File: src/rtl/inst_fetch_ctrl_pkg.sv
// Shared constants and state type for the instruction fetch sequencer.
// Stands in for the vp_defines header values (COE_WIDTH, IQUEUE_DEPTH, COMMON_BRAM_DELAY).
package inst_fetch_ctrl_pkg;

    localparam int unsigned VP_COE_WIDTH        = 32;
    localparam int unsigned VP_IQUEUE_DEPTH     = 16;
    localparam int unsigned VP_BRAM_DELAY       = 2;
    localparam int unsigned VP_IFETCH_BUF_DEPTH = VP_BRAM_DELAY + 2;

    typedef enum logic [1:0] {
        StIdle  = 2'd0,
        StFetch = 2'd1,
        StDrain = 2'd2
    } fetch_state_e;

endpackage

File: src/rtl/gnrl_dff_r.sv
// Generic resettable D flip-flop bank, used for the ROM-aligned PC pipeline.
module gnrl_dff_r #(
    parameter int unsigned DW = 1
) (
    input  logic          clk,
    input  logic          rst_n,
    input  logic [DW-1:0] i_d,
    output logic [DW-1:0] o_q
);

    logic [DW-1:0] r_q;

    always_ff @(posedge clk or negedge rst_n) begin
        if (!rst_n) begin
            r_q <= '0;
        end else begin
            r_q <= i_d;
        end
    end

    assign o_q = r_q;

endmodule

File: src/rtl/inst_fetch_buf.sv
// Small synchronous shift-queue; entry 0 is always the head, so head outputs come
// straight from a register with no read mux. Clear has priority over push/pop.
module inst_fetch_buf #(
    parameter int unsigned WIDTH = 36,
    parameter int unsigned DEPTH = 4
) (
    input  logic                         clk,
    input  logic                         rst_n,
    input  logic                         i_push,
    input  logic [WIDTH-1:0]             i_din,
    input  logic                         i_pop,
    input  logic                         i_clear,
    output logic [$clog2(DEPTH+1)-1:0]   o_count,
    output logic                         o_vld,
    output logic [WIDTH-1:0]             o_head
);

    localparam int unsigned CW = $clog2(DEPTH + 1);
    localparam logic [CW-1:0] FULL_CNT = CW'(DEPTH);

    logic [WIDTH-1:0] r_mem [DEPTH];
    logic [WIDTH-1:0] w_mem_d [DEPTH];
    logic [CW-1:0]    r_cnt;
    logic [CW-1:0]    w_cnt_d;
    logic [CW-1:0]    w_widx;
    logic             w_pop_ok;
    logic             w_push_ok;

    always_comb begin
        w_mem_d   = r_mem;
        w_cnt_d   = r_cnt;
        w_pop_ok  = i_pop && (r_cnt != '0);
        w_widx    = r_cnt - CW'(w_pop_ok);
        w_push_ok = i_push && (w_widx < FULL_CNT);
        if (i_clear) begin
            w_cnt_d = '0;
        end else begin
            if (w_pop_ok) begin
                for (int i = 0; i < int'(DEPTH) - 1; i++) begin
                    w_mem_d[i] = r_mem[i+1];
                end
            end
            if (w_push_ok) begin
                for (int i = 0; i < int'(DEPTH); i++) begin
                    if (CW'(i) == w_widx) begin
                        w_mem_d[i] = i_din;
                    end
                end
            end
            w_cnt_d = r_cnt - CW'(w_pop_ok) + CW'(w_push_ok);
        end
    end

    always_ff @(posedge clk or negedge rst_n) begin
        if (!rst_n) begin
            for (int i = 0; i < int'(DEPTH); i++) begin
                r_mem[i] <= '0;
            end
            r_cnt <= '0;
        end else begin
            r_mem <= w_mem_d;
            r_cnt <= w_cnt_d;
        end
    end

    assign o_count = r_cnt;
    assign o_vld   = (r_cnt != '0);
    assign o_head  = r_mem[0];

    // The credit rule upstream must keep a full queue from ever seeing a push.
    a_no_overflow: assert property (@(posedge clk) disable iff (!rst_n)
        !(i_push && !i_clear && (r_cnt == FULL_CNT) && !w_pop_ok));

endmodule

File: src/rtl/inst_fetch_ctrl.sv
// Instruction fetch sequencer: issues ROM reads under queue credit, aligns return PCs,
// buffers words for the decoder and handles jumps by flushing queued/in-flight words.
module inst_fetch_ctrl
    import inst_fetch_ctrl_pkg::*;
#(
    parameter int unsigned DWIDTH            = VP_COE_WIDTH,
    parameter int unsigned DEPTH             = VP_IQUEUE_DEPTH,
    parameter int unsigned AWIDTH            = $clog2(DEPTH),
    parameter int unsigned COMMON_BRAM_DELAY = VP_BRAM_DELAY,
    parameter int unsigned BUF_DEPTH         = COMMON_BRAM_DELAY + 2
) (
    input  logic              clk,
    input  logic              rst_n,
    input  logic              i_start,
    input  logic [AWIDTH-1:0] i_start_pc,
    input  logic [AWIDTH-1:0] i_end_pc,
    input  logic              i_jmp_vld,
    input  logic [AWIDTH-1:0] i_jmp_pc,
    output logic              o_busy,
    output logic              o_done,
    output logic              o_rom_rden,
    output logic [AWIDTH-1:0] o_rom_addr,
    input  logic              i_rom_vld,
    input  logic [DWIDTH-1:0] i_rom_dout,
    output logic              o_inst_vld,
    input  logic              i_inst_rdy,
    output logic [DWIDTH-1:0] o_inst_data,
    output logic [AWIDTH-1:0] o_inst_pc
);

    localparam int unsigned CW = $clog2(BUF_DEPTH + 1);
    localparam logic [CW:0]       BUF_DEPTH_W = (CW+1)'(BUF_DEPTH);
    localparam logic [AWIDTH-1:0] LAST_PC     = AWIDTH'(DEPTH - 1);

    fetch_state_e      r_state, w_state_d;
    logic [AWIDTH-1:0] r_pc, w_pc_d;
    logic [AWIDTH-1:0] r_start_pc, w_start_pc_d;
    logic [AWIDTH-1:0] r_end_pc, w_end_pc_d;
    logic [CW-1:0]     r_outstanding, w_outstanding_d;
    logic [CW-1:0]     r_discard, w_discard_d;
    logic              r_done, w_done_d;

    logic [COMMON_BRAM_DELAY:0][AWIDTH-1:0] w_pc_pipe;
    logic [AWIDTH-1:0]        w_ret_pc;
    logic [CW-1:0]            w_count;
    logic                     w_q_vld;
    logic [DWIDTH+AWIDTH-1:0] w_head;
    logic                     w_busy, w_jump, w_issue, w_pop, w_push, w_drop;
    logic                     w_q_empty_d, w_jmp_in_win;
    logic [AWIDTH-1:0]        w_pc_inc, w_jmp_off, w_win_len;

    // PC of each issued read travels alongside the ROM pipeline and pops out with its data.
    assign w_pc_pipe[0] = r_pc;
    for (genvar g = 0; g < int'(COMMON_BRAM_DELAY); g++) begin : g_pc_dly
        gnrl_dff_r #(.DW(AWIDTH)) u_pc_dly (
            .clk   (clk),
            .rst_n (rst_n),
            .i_d   (w_pc_pipe[g]),
            .o_q   (w_pc_pipe[g+1])
        );
    end
    assign w_ret_pc = w_pc_pipe[COMMON_BRAM_DELAY];

    inst_fetch_buf #(
        .WIDTH (DWIDTH + AWIDTH),
        .DEPTH (BUF_DEPTH)
    ) u_buf (
        .clk     (clk),
        .rst_n   (rst_n),
        .i_push  (w_push),
        .i_din   ({i_rom_dout, w_ret_pc}),
        .i_pop   (w_pop),
        .i_clear (w_jump),
        .o_count (w_count),
        .o_vld   (w_q_vld),
        .o_head  (w_head)
    );

    assign w_busy  = (r_state != StIdle);
    assign w_jump  = i_jmp_vld && w_busy;
    assign w_issue = (r_state == StFetch) &&
                     (({1'b0, r_outstanding} + {1'b0, w_count}) < BUF_DEPTH_W);
    assign w_pop   = w_q_vld && i_inst_rdy;
    assign w_drop  = i_rom_vld && (w_jump || (r_discard != '0));
    assign w_push  = i_rom_vld && !w_drop;

    assign w_outstanding_d = r_outstanding + CW'(w_issue) - CW'(i_rom_vld);
    assign w_q_empty_d     = !w_push && ((w_count == '0) || ((w_count == CW'(1)) && w_pop));
    assign w_pc_inc        = (r_pc == LAST_PC) ? '0 : r_pc + AWIDTH'(1);

    // Cyclic window test; modular AWIDTH arithmetic assumes DEPTH is a power of two.
    assign w_jmp_off    = i_jmp_pc - r_start_pc;
    assign w_win_len    = r_end_pc - r_start_pc;
    assign w_jmp_in_win = (w_jmp_off <= w_win_len);

    always_comb begin
        w_discard_d = r_discard;
        if (w_jump) begin
            w_discard_d = w_outstanding_d;
        end else if (i_rom_vld && (r_discard != '0)) begin
            w_discard_d = r_discard - CW'(1);
        end
    end

    always_comb begin
        w_state_d    = r_state;
        w_pc_d       = r_pc;
        w_start_pc_d = r_start_pc;
        w_end_pc_d   = r_end_pc;
        w_done_d     = 1'b0;
        unique case (r_state)
            StIdle: begin
                if (i_start) begin
                    w_state_d    = StFetch;
                    w_pc_d       = i_start_pc;
                    w_start_pc_d = i_start_pc;
                    w_end_pc_d   = i_end_pc;
                end
            end
            StFetch: begin
                if (w_jump) begin
                    w_pc_d    = i_jmp_pc;
                    w_state_d = w_jmp_in_win ? StFetch : StDrain;
                end else if (w_issue) begin
                    w_pc_d = w_pc_inc;
                    if (r_pc == r_end_pc) begin
                        w_state_d = StDrain;
                    end
                end
            end
            StDrain: begin
                if (w_jump) begin
                    w_pc_d    = i_jmp_pc;
                    w_state_d = w_jmp_in_win ? StFetch : StDrain;
                end else if ((w_outstanding_d == '0) && (w_discard_d == '0) && w_q_empty_d) begin
                    w_state_d = StIdle;
                    w_done_d  = 1'b1;
                end
            end
            default: begin
                w_state_d = StIdle;
            end
        endcase
    end

    always_ff @(posedge clk or negedge rst_n) begin
        if (!rst_n) begin
            r_state       <= StIdle;
            r_pc          <= '0;
            r_start_pc    <= '0;
            r_end_pc      <= '0;
            r_outstanding <= '0;
            r_discard     <= '0;
            r_done        <= 1'b0;
        end else begin
            r_state       <= w_state_d;
            r_pc          <= w_pc_d;
            r_start_pc    <= w_start_pc_d;
            r_end_pc      <= w_end_pc_d;
            r_outstanding <= w_outstanding_d;
            r_discard     <= w_discard_d;
            r_done        <= w_done_d;
        end
    end

    assign o_busy      = w_busy;
    assign o_done      = r_done;
    assign o_rom_rden  = w_issue;
    assign o_rom_addr  = r_pc;
    assign o_inst_vld  = w_q_vld;
    assign o_inst_data = w_head[DWIDTH+AWIDTH-1:AWIDTH];
    assign o_inst_pc   = w_head[AWIDTH-1:0];

endmodule

File: config.mk
export PLATFORM = sky130hd
export DESIGN_NAME = inst_fetch_ctrl
export DESIGN_NICKNAME = d
export VERILOG_FILES = /design/src/rtl/inst_fetch_ctrl_pkg.sv /design/src/rtl/gnrl_dff_r.sv /design/src/rtl/inst_fetch_buf.sv /design/src/rtl/inst_fetch_ctrl.sv
export SDC_FILE = /design/constraint.sdc
export NUM_CORES = 1
export LEC_CHECK = 0
export ABC_AREA = 0
export CAP_MARGIN = 20
export CORE_MARGIN = 4
export CORE_UTILIZATION = 41
export CTS_BUF_LIST = sky130_fd_sc_hd__clkbuf_2
export DETAILED_ROUTE_END_ITERATION = 6
export PLACE_DENSITY = 0.67
export SETUP_SLACK_MARGIN = 0.05
export SLEW_MARGIN = 15
export SYNTH_ARGS = -nofsm -noshare
export SYNTH_HDL_FRONTEND = slang
export SYNTH_HIERARCHICAL = 1
export SYNTH_SLANG_ARGS = --single-unit
File: constraint.sdc
create_clock -name clk -period 3.35 [get_ports clk]
set_input_delay 0.5025 -clock clk [delete_from_list [all_inputs] [get_ports clk]]
set_output_delay 0.5025 -clock clk [all_outputs]
set_load 0.005 [all_outputs]
Word level (Yosys, flattened, before mapping)
Index checks and enable logic that the tools add are counted.
{"block": "op_classes", "magnitude_cmp": 3, "n_eq_ne": 13, "n_mux": 26, "n_reduce_logical": 29, "addsub": 9, "n_bitwise": 1}
{"op": "two-way mux 144 bit", "n": 1}
{"op": "two-way mux 36 bit", "n": 4}
{"op": "two-way mux 108 bit", "n": 1}
{"op": "two-way mux 4 bit", "n": 5}
{"op": "two-way mux 2 bit", "n": 7}
{"op": "logical AND 1 bit", "n": 12}
{"op": "zero test 3 bit", "n": 4}
{"op": "case mux 4 bit (3 select lines)", "n": 1}
{"op": "two-way mux 3 bit", "n": 3}
{"op": "nonzero test 3 bit", "n": 3}
{"op": "AND reduction 4 bit", "n": 2}
{"op": "subtractor 4 bit", "n": 2}
{"op": "adder 3 x 1 -> 3 bit", "n": 2}
{"op": "== test 2 x 3 -> 1 bit, first input constant", "n": 2}
{"op": "!= test 3 bit, second input constant", "n": 2}
{"op": "case mux 2 bit (3 select lines)", "n": 1}
{"op": "subtractor 3 x 1 -> 3 bit", "n": 2}
{"op": "adder 3 x 3 -> 4 bit", "n": 1}
{"op": "adder 4 x 1 -> 4 bit, second input constant", "n": 1}
{"op": "== test 4 bit", "n": 1}
{"op": "== test 4 bit, second input constant", "n": 1}
{"op": "less-or-equal comparator 4 bit", "n": 1}
{"op": "less-than comparator 4 x 3 -> 1 bit, second input constant", "n": 1}
{"op": "!= test 2 bit, second input constant", "n": 2}
{"op": "other kinds (15)", "n": 19}
{"block": "word_totals", "input_bits": 50, "reg_bits": 176, "output_inout_bits": 44, "elab_cells": 95}

Longest topological paths before layout
{"block": "depth", "ltp_word": 12, "depth_mapped": 14, "depth_no_buf": 12}

Hierarchy
The synthesis kept the hierarchy.
{"module": "inst_fetch_buf", "seq_area_each_um2": 3678.5, "area_each_um2": 7653.6, "cells_per_inst": 689, "n_inst": 1}
{"module": "inst_fetch_ctrl", "seq_area_each_um2": 525.5, "area_each_um2": 1751.7, "cells_per_inst": 180, "n_inst": 1}
{"module": "gnrl_dff_r", "seq_area_each_um2": 100.1, "area_each_um2": 100.1, "cells_per_inst": 4, "n_inst": 2}

Worst setup path after synthesis
OpenSTA, ideal clock, no wires.
{"block": "synth_timing", "kind": "register to register", "start": "register u_buf.r_cnt[2], in the netlist u_buf/o_count[2]", "end": "register u_buf.r_cnt[1], in the netlist u_buf/o_count[1]", "path_buffers": 2, "path_stages_with_launch": 14, "period_less_slack_ns": 3.291, "setup_time_ns": 0.132, "t_arrival_ns": 3.158, "t_required_ns": 3.218, "setup_slack_ns": 0.059, "path_cell_list": "dfrtp_1 -> nor3_4 -> inv_1 -> clkbuf_1 -> and2_1 -> and2_1 -> ha_1 -> ha_1 -> xnor2_4 -> clkbuf_1 -> and2_1 -> ha_1 -> ha_1 -> nor2b_1"}
{"block": "synth_between", "elab_chain_cells": 8}
{"item": "start, declared", "line_no": "inst_fetch_buf.sv:23", "source": "logic [CW-1:0] r_cnt;"}
{"item": "start signal, assigned", "line_no": "inst_fetch_buf.sv:62", "source": "r_cnt <= w_cnt_d;"}
{"item": "nonzero test 3 bit *", "line_no": "inst_fetch_buf.sv:67", "source": "assign o_vld = (r_cnt != '0);"}
{"item": "net o_inst_vld", "line_no": "inst_fetch_ctrl.sv:25", "source": "output logic o_inst_vld,"}
{"item": "logical AND 1 bit *", "line_no": "inst_fetch_ctrl.sv:83", "source": "assign w_pop = w_q_vld && i_inst_rdy;"}
{"item": "net w_pop", "line_no": "inst_fetch_ctrl.sv:48", "source": "logic w_busy, w_jump, w_issue, w_pop, w_push, w_drop;"}
{"item": "logical AND 1 bit *", "line_no": "inst_fetch_buf.sv:32", "source": "w_pop_ok = i_pop && (r_cnt != '0);"}
{"item": "subtractor 3 x 1 -> 3 bit *", "line_no": "inst_fetch_buf.sv:33, inst_fetch_buf.sv:50"}
{"item": "less-than comparator 3 bit", "line_no": "inst_fetch_buf.sv:34", "source": "w_push_ok = i_push && (w_widx < FULL_CNT);"}
{"item": "logical AND 1 bit", "line_no": "inst_fetch_buf.sv:34"}
{"item": "adder 3 x 1 -> 3 bit *", "line_no": "inst_fetch_buf.sv:50", "source": "w_cnt_d = r_cnt - CW'(w_pop_ok) + CW'(w_push_ok);"}
{"item": "two-way mux 3 bit *", "line_no": "inst_fetch_buf.sv:35", "source": "if (i_clear) begin"}
{"item": "net u_buf.w_cnt_d[1]", "line_no": "inst_fetch_buf.sv:24", "source": "logic [CW-1:0] w_cnt_d;"}
The timed path passes the listed nets; every way through them passes the cells marked *.
A chain may end at the register's enable or synchronous reset.

Worst setup path after layout
{"block": "layout_timing", "start": "register r_outstanding[1]", "end": "register r_state[1]"}
{"block": "layout_between", "elab_chain_cells": 11, "elab_cells_between_ends": 13, "cone_classes": "add/sub: 3; order compare: 1; eq/ne: 2; mux: 1; reduce/logical: 6"}
{"item": "start, declared", "line_no": "inst_fetch_ctrl.sv:39", "source": "logic [CW-1:0] r_outstanding, w_outstanding_d;"}
{"item": "start signal, assigned", "line_no": "inst_fetch_ctrl.sv:160", "source": "r_outstanding <= w_outstanding_d;"}
{"item": "adder 3 x 3 -> 4 bit", "line_no": "inst_fetch_ctrl.sv:82", "source": "(({1'b0, r_outstanding} + {1'b0, w_count}) < BUF_DEPTH_W);"}
{"item": "less-than comparator 4 x 3 -> 1 bit", "line_no": "inst_fetch_ctrl.sv:82"}
{"item": "logical AND 1 bit", "line_no": "inst_fetch_ctrl.sv:81", "source": "assign w_issue = (r_state == StFetch) &&"}
{"item": "adder 3 x 1 -> 3 bit *", "line_no": "inst_fetch_ctrl.sv:87", "source": "assign w_outstanding_d = r_outstanding + CW'(w_issue) - CW'(i_rom_vld);"}
{"item": "subtractor 3 x 1 -> 3 bit *", "line_no": "inst_fetch_ctrl.sv:87"}
{"item": "net w_outstanding_d[1]", "line_no": "inst_fetch_ctrl.sv:39"}
{"item": "two-way mux 3 bit", "line_no": "inst_fetch_ctrl.sv:98", "source": "if (w_jump) begin"}
{"item": "zero test 3 bit", "line_no": "inst_fetch_ctrl.sv:135", "source": "end else if ((w_outstanding_d == '0) && (w_discard_d == '0) && w_q_empty_d) begin"}
{"item": "logical AND 1 bit * (2 in series)", "line_no": "inst_fetch_ctrl.sv:135"}
{"item": "!= test 3 bit (no source line) *"}
{"item": "AND reduction 4 bit (no source line) *"}
{"item": "end signal, assigned", "line_no": "inst_fetch_ctrl.sv:148", "source": "r_state <= StIdle;"}
{"item": "end signal, assigned", "line_no": "inst_fetch_ctrl.sv:156", "source": "r_state <= w_state_d;"}
{"item": "end, declared", "line_no": "inst_fetch_ctrl.sv:35", "source": "fetch_state_e r_state, w_state_d;"}
Marked as above.

==> metrics <==
Final Util 47.32%; Syn Inst Count 877; CTS Sinks 176; Reg power frac 37.0%; most frequent cells in the layout 206 x a221oi_1, 176 x dfrtp_1, 134 x inv_1, 91 x clkdlybuf4s50_1, 49 x mux2_2; HP Class input pin to asynchronous set/reset pin; CTS clk-pin slew, worst paths 0.29 ns; IO buf count 93; Pleak 4.672 nW; Worst VDD drop 609.2 µV; Min Hold Slack 0.3080 ns; GP Congestion 0.7774; die area 25940 µm²; Crit Path Max Fanout 3; GRT Resource Usage Total 18.66%; I/O pin count 94; sequential area share after synthesis 45.85%; most common cell after layout, fill and taps aside a221oi_1; first-pass GRT wire length 40020 µm; Switching Fraction 41.80%; Top FF cell, synth dfrtp_1; Final min period 3.242 ns; async set-reset flop share out of synthesis 100.0%; f_max 308.5 MHz; Psw 4.245 mW; Critical Path End Type register; clk buf depth 2; Cell Count Post-Placement 1193; final-stage net count 977; CP delay by family, top simple AND/OR/NAND/NOR gates; CP Launch Type register; core area 22850 µm²; DR vias/cell 5.946; Antenna Nets Post-Route 0; drt wl/cell 19.78 µm; Hold Fails Final Rpt 0; Pwr Total 10.16 mW; max-slew violations 0; PwrDens 939.3 nW/µm²; Final HPWL DP 14780 µm; largest net degree at the start of global routing 78; RSZ-0062 raised after global routing true; H-tree level count 4; Finished Layout Cells 1227; status finished clean; gr ovfl total 0; PnR worst setup slack 0.1081 ns; Finished Cell Area 10810 µm²; CTS tree built; DRT Pass-1 Iters 5; Int Power 5.910 mW; Distinct cells, synth 52; required time worst endpoint 3.98 ns; Synth Register Bits 176; row count 55; Starting Density 42.04%; critical setup path kind register to register; number of buffers and inverters on the critical path 1; EDFF count, synth 0; skew final 0.04593 ns; Max-Cap Viols 0; Placement Setup Slack 0.1093 ns; Rel. slew slack 45.94%; number of global-route vias before repair 7325; DRT iter0 DRCs 816; crit path cell chain ha_1 > and3_1 > nor4_2 > buf_4 > and2_1 > ha_1 > fa_1 > nor4_2 > o2111ai_2 > nor4_4 > o21ai_2 > mux2_4; CP max stage delay 0.46 ns; Tightest Pin Transition 0.8109 ns; Setup Total Neg Slack 0 ns; # fillers 2140; Vias 7296; slowest CP cell dfrtp_1; final period utilization 96.77%; Syn Nets 954; worst endpoint data arrival time 3.87 ns; synthesized area 9605 µm²; ratio of cells with drive above 1 in the final layout 16.10%; drt drc 0; Clk network pwr share 11.1%; synth warn 6; final setup fails 0; area growth from synthesis to layout 12.56%; clk_lat worst skew 0.73 ns; clock buffer count from CTS 17; Synth Area per Inst 10.95 µm²; Die Y-Extent 161.1 µm; Root Driver clkbuf_2; die boundary width 161.1 µm; wirelength, routed 24270 µm; initial antenna violation count 1; dpl cell area 10520 µm²; logic gate share of total power 51.8%
## sequential cells by signal (all words and copies together), names as in the netlist, 2 cells and up
name / flops
r_discard: 3
r_state: 2
o_rom_addr: 4
r_start_pc: 4
u_buf/r_mem: 108
r_end_pc: 4
u_buf/o_head: 36
g_pc_dly.u_pc_dly/o_q: 8
r_outstanding: 3
u_buf/o_count: 3
## routing by layer
metal	global-route usage [%]	wire length, µm	vias up
met1	26.56	10900	3703
met4	3.684	221	0
met5	0	0	-
li1	-	-	3281
met3	3.649	1708	14
met2	29.97	11440	298
## synthesized netlist by cell type, drive strengths merged (3+ instances only)
cell type / n / area (µm²)
nand2: 13 / 48.80
xnor2: 9 / 97.60
inv: 135 / 506.7
nor2b: 6 / 37.54
and3: 4 / 25.02
a221oi: 216 / 1954
nand3: 3 / 20.02
and2: 5 / 31.28
mux2: 50 / 566.8
fa: 3 / 60.06
o21ai: 9 / 48.79
nor3: 3 / 26.28
nor4: 5 / 46.29
ha: 24 / 300.3
dfrtp: 176 / 4404
clkbuf: 35 / 131.4
nor2: 44 / 165.2
nand2b: 4 / 32.53
buf: 89 / 703.2
a31oi: 3 / 18.77
a311oi: 4 / 87.59
xor2: 7 / 61.31
a21oi: 11 / 55.05
## area by class of cell
| cell class | instances | area, µm² | share of cell area (%) |
|---|---|---|---|
| diodes | 1 | 2.502 | 0.02315 |
| clock buffers | 17 | 85.08 | 0.7869 |
| clock inverters | 15 | 161.4 | 1.493 |
| inverters | 136 | 516.7 | 4.780 |
| multi-input cells | 441 | 3925 | 36.30 |
| flip-flops and latches | 176 | 4404 | 40.74 |
| well taps | 313 | 391.6 | 3.622 |
| repair buffers | 128 | 1325 | 12.26 |
## repair_timing
| action | 4_1_cts | 5_1_grt |
|---|---|---|
| setup buffers | 0 | 0 |
| setup endpoints to repair | 0 | 32 |
| hold endpoints to repair | 74 | 0 |
| resized for setup | 0 | 7 |
| hold buffers | 1 | 0 |
## worst paths after layout
kind                       slack [ns]                             startpoint  depth (start not counted)                                    end
max                              0.11             r_outstanding[1]$_DFF_PN0_                         12                 r_state[1]$_DFFE_PN0P_
min                              0.31                                  rst_n                          2            u_buf/r_mem[10]$_DFFE_PN0P_
max reg2reg                      0.11             r_outstanding[1]$_DFF_PN0_                         12                 r_state[1]$_DFFE_PN0P_
min reg2reg                      0.38  g_pc_dly[0].u_pc_dly/o_q[3]$_DFF_PN0_                          0  g_pc_dly[1].u_pc_dly/o_q[3]$_DFF_PN0_
max in group asynchronous        2.15                                  rst_n                          3            u_buf/r_mem[52]$_DFFE_PN0N_
min in group clk                 0.38  g_pc_dly[0].u_pc_dly/o_q[3]$_DFF_PN0_                          0  g_pc_dly[1].u_pc_dly/o_q[3]$_DFF_PN0_
## power groups by stage
stage,Clock [mW],Sequential (mW),Combinational [mW]
4_1_cts,1.17,3.75,5.24
3_5_place_dp,0,3.78,5.22
3_3_place_gp,0,3.77,5.11
5_1_grt,1.25,3.88,5.82
2_1_floorplan,0,3.59,4.04
6_report,1.13,3.76,5.26
## logic make-up (layout without fill, tap and decap cells)
| family | after synthesis | after routing | synth area share (%) |
|---|---|---|---|
| compound gates | 254 | 254 | 23.63 |
| xor+xnor | 16 | 16 | 1.654 |
| fa+ha+maj | 27 | 27 | 3.752 |
| buf+inv | 260 | 296 | 14.06 |
| flops | 176 | 176 | 45.85 |
| mux | 51 | 51 | 6.005 |
| other cells | 0 | 1 | 0 |
| simple gates | 93 | 93 | 5.054 |
Power figures use the tool's default switching activity.
